<file path="config.mk">
export PLATFORM = sky130hd
export DESIGN_NAME = irom_bridge
export DESIGN_NICKNAME = d
export VERILOG_FILES = /design/src/rtl/irom_bridge.sv
export SDC_FILE = /design/constraint.sdc
export NUM_CORES = 1
export LEC_CHECK = 0
export CORE_MARGIN = 5
export CORE_UTILIZATION = 30
export DETAILED_ROUTE_END_ITERATION = 10
export SYNTH_ARGS = -nofsm -noshare
export SYNTH_HDL_FRONTEND = slang
export SYNTH_SLANG_ARGS = --single-unit
</file>
<file path="constraint.sdc">
create_clock -name clk -period 4.7 [get_ports clk]
set_input_delay 0.705 -clock clk [delete_from_list [all_inputs] [get_ports clk]]
set_output_delay 0.705 -clock clk [all_outputs]
set_load 0.02 [all_outputs]
</file>
<file path="src/rtl/irom_bridge.sv">
// Single-line instruction fetch bridge: holds one ROM word, fetches on a miss,
// and substitutes FAULT_WORD when the ROM fails to answer.
module irom_bridge #(
  parameter int unsigned TIMEOUT_CYCLES = 255,
  parameter logic [31:0] FAULT_WORD     = 32'h0000_0000
) (
  input  logic        clk,
  input  logic        reset_n,
  input  logic [31:0] i_address,
  output logic [31:0] i_data_read,
  output logic        i_data_valid,
  input  logic        flush,
  output logic        rom_req,
  output logic [31:0] rom_addr,
  input  logic        rom_ack,
  input  logic [31:0] rom_rdata,
  output logic        err_timeout,
  output logic [15:0] miss_count
);

  typedef enum logic {IDLE, REQ} state_t;

  localparam logic [15:0] CNT_LAST = 16'(TIMEOUT_CYCLES - 1);

  state_t      state_q, state_d;
  logic [31:2] tag_q;
  logic        tag_valid_q;
  logic [31:0] data_q;
  logic [31:0] rd_q;
  logic [31:0] rom_addr_q;
  logic [15:0] cnt_q;
  logic        stale_q;
  logic        err_q;
  logic [15:0] miss_q;
  logic        hit;
  logic        last_cycle;
  logic        addr_lsb_unused;

  assign addr_lsb_unused = ^i_address[1:0];

  assign hit        = (state_q == IDLE) && tag_valid_q && (tag_q == i_address[31:2]);
  assign last_cycle = (cnt_q == CNT_LAST);

  assign i_data_valid = hit;
  // Output holds the last delivered word whenever nothing valid is presented.
  assign i_data_read  = hit ? data_q : rd_q;
  assign rom_req      = (state_q == REQ);
  assign rom_addr     = rom_addr_q;
  assign err_timeout  = err_q;
  assign miss_count   = miss_q;

  always_comb begin
    state_d = state_q;
    if (state_q == IDLE) begin
      if (!hit) state_d = REQ;
    end else begin
      if (rom_ack || last_cycle) state_d = IDLE;
    end
  end

  always_ff @(posedge clk) begin
    if (!reset_n) begin
      state_q     <= IDLE;
      tag_q       <= '0;
      tag_valid_q <= 1'b0;
      data_q      <= '0;
      rd_q        <= '0;
      rom_addr_q  <= '0;
      cnt_q       <= '0;
      stale_q     <= 1'b0;
      err_q       <= 1'b0;
      miss_q      <= '0;
    end else begin
      state_q <= state_d;
      if (hit) rd_q <= data_q;
      if (state_q == IDLE) begin
        if (flush) tag_valid_q <= 1'b0;
        if (!hit) begin
          rom_addr_q <= {i_address[31:2], 2'b00};
          cnt_q      <= '0;
          stale_q    <= 1'b0;
          if (miss_q != 16'hFFFF) miss_q <= miss_q + 16'd1;
        end
      end else begin
        // Ack wins over timeout in the same cycle; a flush seen at any point
        // of the transaction keeps the returned word from being marked valid.
        if (rom_ack) begin
          data_q      <= rom_rdata;
          tag_q       <= rom_addr_q[31:2];
          tag_valid_q <= !(stale_q || flush);
        end else if (last_cycle) begin
          data_q      <= FAULT_WORD;
          tag_q       <= rom_addr_q[31:2];
          tag_valid_q <= !(stale_q || flush);
          err_q       <= 1'b1;
        end else begin
          cnt_q <= cnt_q + 16'd1;
          if (flush) stale_q <= 1'b1;
        end
      end
    end
  end

endmodule

</file>
Yosys cells after proc, flatten, opt, wreduce, memory -nomap -nowiden

Index checks and enable logic that the tools add are counted.

Register bits: 160
Latch bits: 0
Bits in writable memories: 0
ROM bits: 0
Input port bits: 68
Output and inout bits: 83
Word-level logic and storage cells: 58
Memories kept: 0

$add $sub $neg: 2
$mul: 0
Div/mod/pow operators: 0
Magnitude comparators: 0
Equality and inequality tests: 8
Shifts and indexed selects: 0
Muxes and demuxes: 21
Bitwise logic cells: 3
Reduce and logical (&&, ||, !) cells: 14

Operators by type and width:

| cell                                            | count |
|---|---|
| 2-to-1 mux 32 bit                               | 3 |
| 2-to-1 mux 16 bit                               | 4 |
| 2-to-1 mux 30 bit                               | 2 |
| adder 16 x 1 -> 16 bit (second input constant)  | 2 |
| == test 30 bit                                  | 1 |
| == test 16 x 8 -> 1 bit (second input constant) | 1 |
| != test 16 bit (second input constant)          | 1 |
| 2-to-1 mux 1 bit                                | 12 |
| AND reduction 3 bit                             | 3 |
| != test 2 bit (second input constant)           | 3 |
| AND reduction 2 bit                             | 3 |
| AND reduction 4 bit                             | 1 |
| nonzero test 2 bit                              | 2 |
| != test 3 x 2 -> 1 bit (second input constant)  | 1 |
| NOT 1 bit                                       | 3 |
| logical AND 1 bit                               | 2 |
| logical OR 1 bit                                | 2 |
| != test 2 x 1 -> 1 bit (second input constant)  | 1 |
| logical NOT 1 bit                               | 1 |

Logic depth before layout (Yosys ltp)

Depth in word-level cells: 5
Gate-level depth with buffers: 10
Depth with buffers taken out: 8

Least setup slack after synthesis

OpenSTA, ideal clock, no wires.

Kind: input to output
Start: input port i_address[23]
End: output port i_data_read[10]
Data arrival time: 2097 ps
Data required time: 3995 ps
Path slack: 1898 ps
Stages: 6
Buffers on the path: 1
Cells stage by stage: xnor2_1 -> nand4_1 -> nor4_1 -> nand2_1 -> buf_2 -> mux2_2

Cells in the longest elaborated chain, start to end: 3

Ends and longest elaborated chain:

| what               | RTL line | text |
|---|---|---|
| start: declaration | 9        | `input logic [31:0] i_address,` |
| == test 30 bit     | 41       | `assign hit = (state_q == IDLE) && tag_valid_q && (tag_q == i_address[31:2]);` |
| logical AND 1 bit  | 41       |  |
| 2-to-1 mux 32 bit  | n/a      |  |
| end: declaration   | 10       | `output logic [31:0] i_data_read,` |

Every way passes these cells.

Worst setup path in the final report

Start: input port i_address[31]
End: output port i_data_read[30]

The elaborated chain is that of the path after synthesis.

==> summary by stage <==
Global routing
The global-route congestion overflow total is 0. The number of global-route vias before repair is between 5,000 and 6,000. Entering global routing, the biggest net connects approximately 70 pins. The number of antenna violations at the first check in global routing is 0. The wire length of the first global-routing pass is about 28,000 um. In the global route stage, overall resource usage came out at 13.7%.

Power and ir drop
The relative contribution of sequential cells to total power is approximately 45%. The maximum resistive drop on vdd is about 0.22 mV. The analysis attributes to net switching a power of approximately 0.00075 W.

In this run the power density over the cells is ~360 nW/um^2. The switching portion of total power is roughly a quarter. The clock network accounts for between 40 and 50% of the total power. The internal power is roughly 0.0025 W. The share of total power dissipated in combinational logic is between 9 and 10%. The analysis attributes to cell leakage a power of approximately 3.3 nW.

Timing
The max-slew violation count was 0. The worst path uses roughly 86% of the clock period. The sum of negative setup slack is 0 ps. The clock period could shrink to 4030 ps. The setup skew after layout is 11.9 ps. Based on the critical path, the design can be clocked at up to between 0.2 and 0.25 GHz. Setup violations remaining at the end of the flow were counted as 0. The hold violation count in the final report is 0.

Across all setup checks in the final design, the least slack found is 668 ps. The slew at the pin with the worst max-slew slack is approximately 1000 ps. Setup repair after global routing left no endpoint under its margin.

In this run the tightest slew margin relative to its limit is around a third.

Clocking
The clock insertion delay at the later pin of the skew report is between 400 and 500 ps. The number of hold buffers added after CTS was 0. The clock transition at the registers of the reported paths is 60 ps. The TritonCTS sink count is 160. CTS placed an instance of sky130_fd_sc_hd__clkbuf_16 at the clock tree root.

TritonCTS built the clock tree. The buffers inserted during post-CTS setup optimization is 0. The maximum number of buffers from clock root to sink is 2. The number of H-tree levels is 4. The number of CTS-inserted buffers is 17. Gates resized during post-CTS repair numbered 0.

Routing
The total via count after detailed routing is about 5,500. The ratio of routed vias to standard cells is 4.81. Summed over all layers, the routed wires come to between 15,000 and 20,000 um.

The routed wirelength normalized by instance count is roughly 15 um. The detail route stage leaves a number of antenna-violating nets equal to 0. After the first detailed-routing iteration, the DRC count stood at roughly 180. The detailed-route DRC error count is 0. The pre-antenna-repair detailed-routing pass consisted of 5 iterations.

Synth
Synthesis inferred between 150 and 200 register bits. Synthesis handed over a netlist of between 700 and 800 instances. The post-synthesis share of cell area spent on and, or, nand and nor gates is between 20% and 30%. The total of warnings raised by yosys is 0. Of the total synthesized cell area, the portion taken by XOR and XNOR cells is around 4.5%. The compound-cell area share of the yosys netlist is between 10% and 20%. The post-synthesis cell type count is 47. Averaged over all synthesized cells, the footprint is 9.23 sq um. In this run the cell area of the synthesized design comes to 6630 sq um. The fraction of registers with async set/reset is 0%. In this run, synthesis inferred 0 flip-flops with an integrated enable. After synthesis, flip-flops and latches occupy between 40 and 50% of the total area.

For this run, the leading register cell type out of synthesis is sky130_fd_sc_hd__dfxtp_1. The largest family of logic cells by synthesized area is simple AND/OR/NAND/NOR gates. In the synthesized netlist, mux cells make up 10.6% of the area. The synthesized netlist devotes less than 1% of its cell area to adder and majority cells.

Run
Max-cap violations in this run came to 0.

Die
The die area is approximately 25,000 sq um. In this run the core area contains 54 standard-cell rows. The floorplan step set the die height to around 160 um. The placeable core region is around 22,000 sq um.

From left edge to right edge, the die measures 159 um. Once the floorplan was initialized, standard cells occupied 30.5% of the core. Pin placement for this block handled 151 I/O pins.

Cells and area
The cell area after layout is 8950 sq um. The final layout contains 916 nets. The count of placed standard cells in the final layout, fillers left out is 1,138. The number of antenna diodes in the final layout is 0. The fraction of final layout cells with drive strength greater than 1 is a little under a tenth. The area growth from synthesis to layout is 35.1%. Measured on the finished design, the core utilization comes to about two fifths.

Worst setup path
The critical path data arrival time is between 3000 and 4000 ps. At the worst endpoint, the required time is about 4000 ps. The critical path launch point type is an input pin. On the worst path, the slowest cell contributes a delay of between 600 and 700 ps. Among all stages on the critical path, the largest delay is contributed by sky130_fd_sc_hd__clkdlybuf4s50_1. Walking the worst path, the cells encountered are clkdlybuf4s50_1 -> xnor2_1 -> nand4_1 -> nor4_1 -> nand2_1 -> buf_4 -> mux2_2 -> clkdlybuf4s50_1.

Among the stages of the critical path, the cell type that occurs most often is sky130_fd_sc_hd__clkdlybuf4s50_1. STA classifies the critical path endpoint as an output port. In this run the worst path has a maximum fanout of 37.

The critical path is of the input pin to output port type.

Placement
The port buffer count is ~150. Before CTS, the worst setup slack after placement is 666 ps. In this run the cell area measured after placement is about 8300 sq um. The routability-driven placement congestion ratio is roughly 0.77. The number of placed instances with taps included is around 1,100.

The half-perimeter wire length of the detailed placement result is around 12,000 um.

Hold path
The worst hold-check path type is register to register.

Run status
The run finished with clean final reports.
## cell usage after synthesis, types with 8 or more instances
master / count / area [sq um]
sky130_fd_sc_hd__a21oi_1: 54 / 270
sky130_fd_sc_hd__a22oi_1: 32 / 240
sky130_fd_sc_hd__and2_1: 36 / 225
sky130_fd_sc_hd__buf_2: 10 / 50.1
sky130_fd_sc_hd__clkbuf_1: 30 / 113
sky130_fd_sc_hd__dfxtp_1: 160 / 3200
sky130_fd_sc_hd__inv_1: 8 / 30.0
sky130_fd_sc_hd__mux2_2: 32 / 360
sky130_fd_sc_hd__mux2i_1: 34 / 340
sky130_fd_sc_hd__nand2_1: 77 / 289
sky130_fd_sc_hd__nand3_1: 15 / 75.1
sky130_fd_sc_hd__nand4_1: 26 / 163
sky130_fd_sc_hd__nor2_1: 71 / 267
sky130_fd_sc_hd__o21ai_0: 9 / 45.0
sky130_fd_sc_hd__o31ai_1: 12 / 90.1
sky130_fd_sc_hd__or3_1: 9 / 56.3
sky130_fd_sc_hd__or4_1: 12 / 90.1
sky130_fd_sc_hd__xnor2_1: 32 / 280
## worst max-delay path, delay by kind of cell
kind	cells	cell delay, ps
XOR/XNOR	1	330
buffers and inverters	3	1400
multiplexers	1	300
AND/OR/NAND/NOR	3	560
## power groups by stage
stage	clock [W]	sequential [W]	combinational, W
after global routing	0.00159	0.00143	0.000317
after CTS	0.00153	0.00143	0.000297
final	0.00149	0.00143	0.000293
after floorplan	0	0.00147	0.000135
after global placement	0	0.00146	0.000294
after detailed placement	0	0.00146	0.000296
## flip-flops by register name, indices dropped and copies added, names as in the netlist
name / flops
cnt_q: 16
data_q: 32
err_timeout: 1
miss_count: 16
rd_q: 32
rom_addr: 30
rom_req: 1
stale_q: 1
tag_q: 30
tag_valid_q: 1
## logic make-up after synthesis
kind of cell,Yosys count
and+or+nand+nor,273
AOI/OAI and AO/OA,123
buffers and inverters,58
adders and majority gates,3
other,1
DFF,160
xor gates and xnor gates,34
muxes,66
## through the flow
stage                     power [W]  hold WS, ps
final                       0.00321          465
after global routing        0.00334          483
after CTS                   0.00326          468
after detailed placement    0.00175          459
after global placement      0.00175          452
after floorplan             0.00161          438
## worst paths after layout
check / from / to / slack [ps] / cells past startpoint
min: tag_q[4] / tag_q[4] / 460 / 2
min reg2reg: tag_q[4] / tag_q[4] / 460 / 2
max reg2reg: rom_req / cnt_q[14] / 2050 / 7
max: i_address[31] / i_data_read[30] / 670 / 8
## placed cells by master (no fill, tap or decap), drive strengths merged, types with 2 or more instances in the layout
cell type	instances
clkbuf	21
a21oi	54
nor3	4
conb	2
o31ai	12
nor4	5
or3	9
a31oi	2
and2	36
nor2	71
mux2	32
nand2b	5
inv	10
o21a	2
o21ai	10
bufinv	4
clkinvlp	3
dfxtp	160
nand4	26
and3	5
clkdlybuf4s50	146
buf	10
xor2	2
and4	4
mux2i	34
ha	3
nand2	77
xnor2	32
o22ai	3
nand3	15
a22oi	32
clkinv	3
or4	12
## area by class of cell
type                       count  area [sq um]
fill                        2198         12800
clock buffer                  21           460
timing repair buffer         156          1550
tap                          280           350
multi-input combinational    501          3180
clock inverter                11           178
inverter                       9          35.0
sequential                   160          3200
## per-layer routing
| layer | track usage [%] | part of all wire (%) | vias to the layer above |
|---|---|---|---|
| met5 | 0 | 0 | - |
| met4 | 4.18 | 1.2 | 0 |
| met3 | 4.81 | 6.9 | 12 |
| met2 | 21.3 | 46 | 107 |
| met1 | 17.9 | 46 | 2587 |
| li1 | - | - | 2763 |
Note: power is estimated with default switching activity, not from simulation.
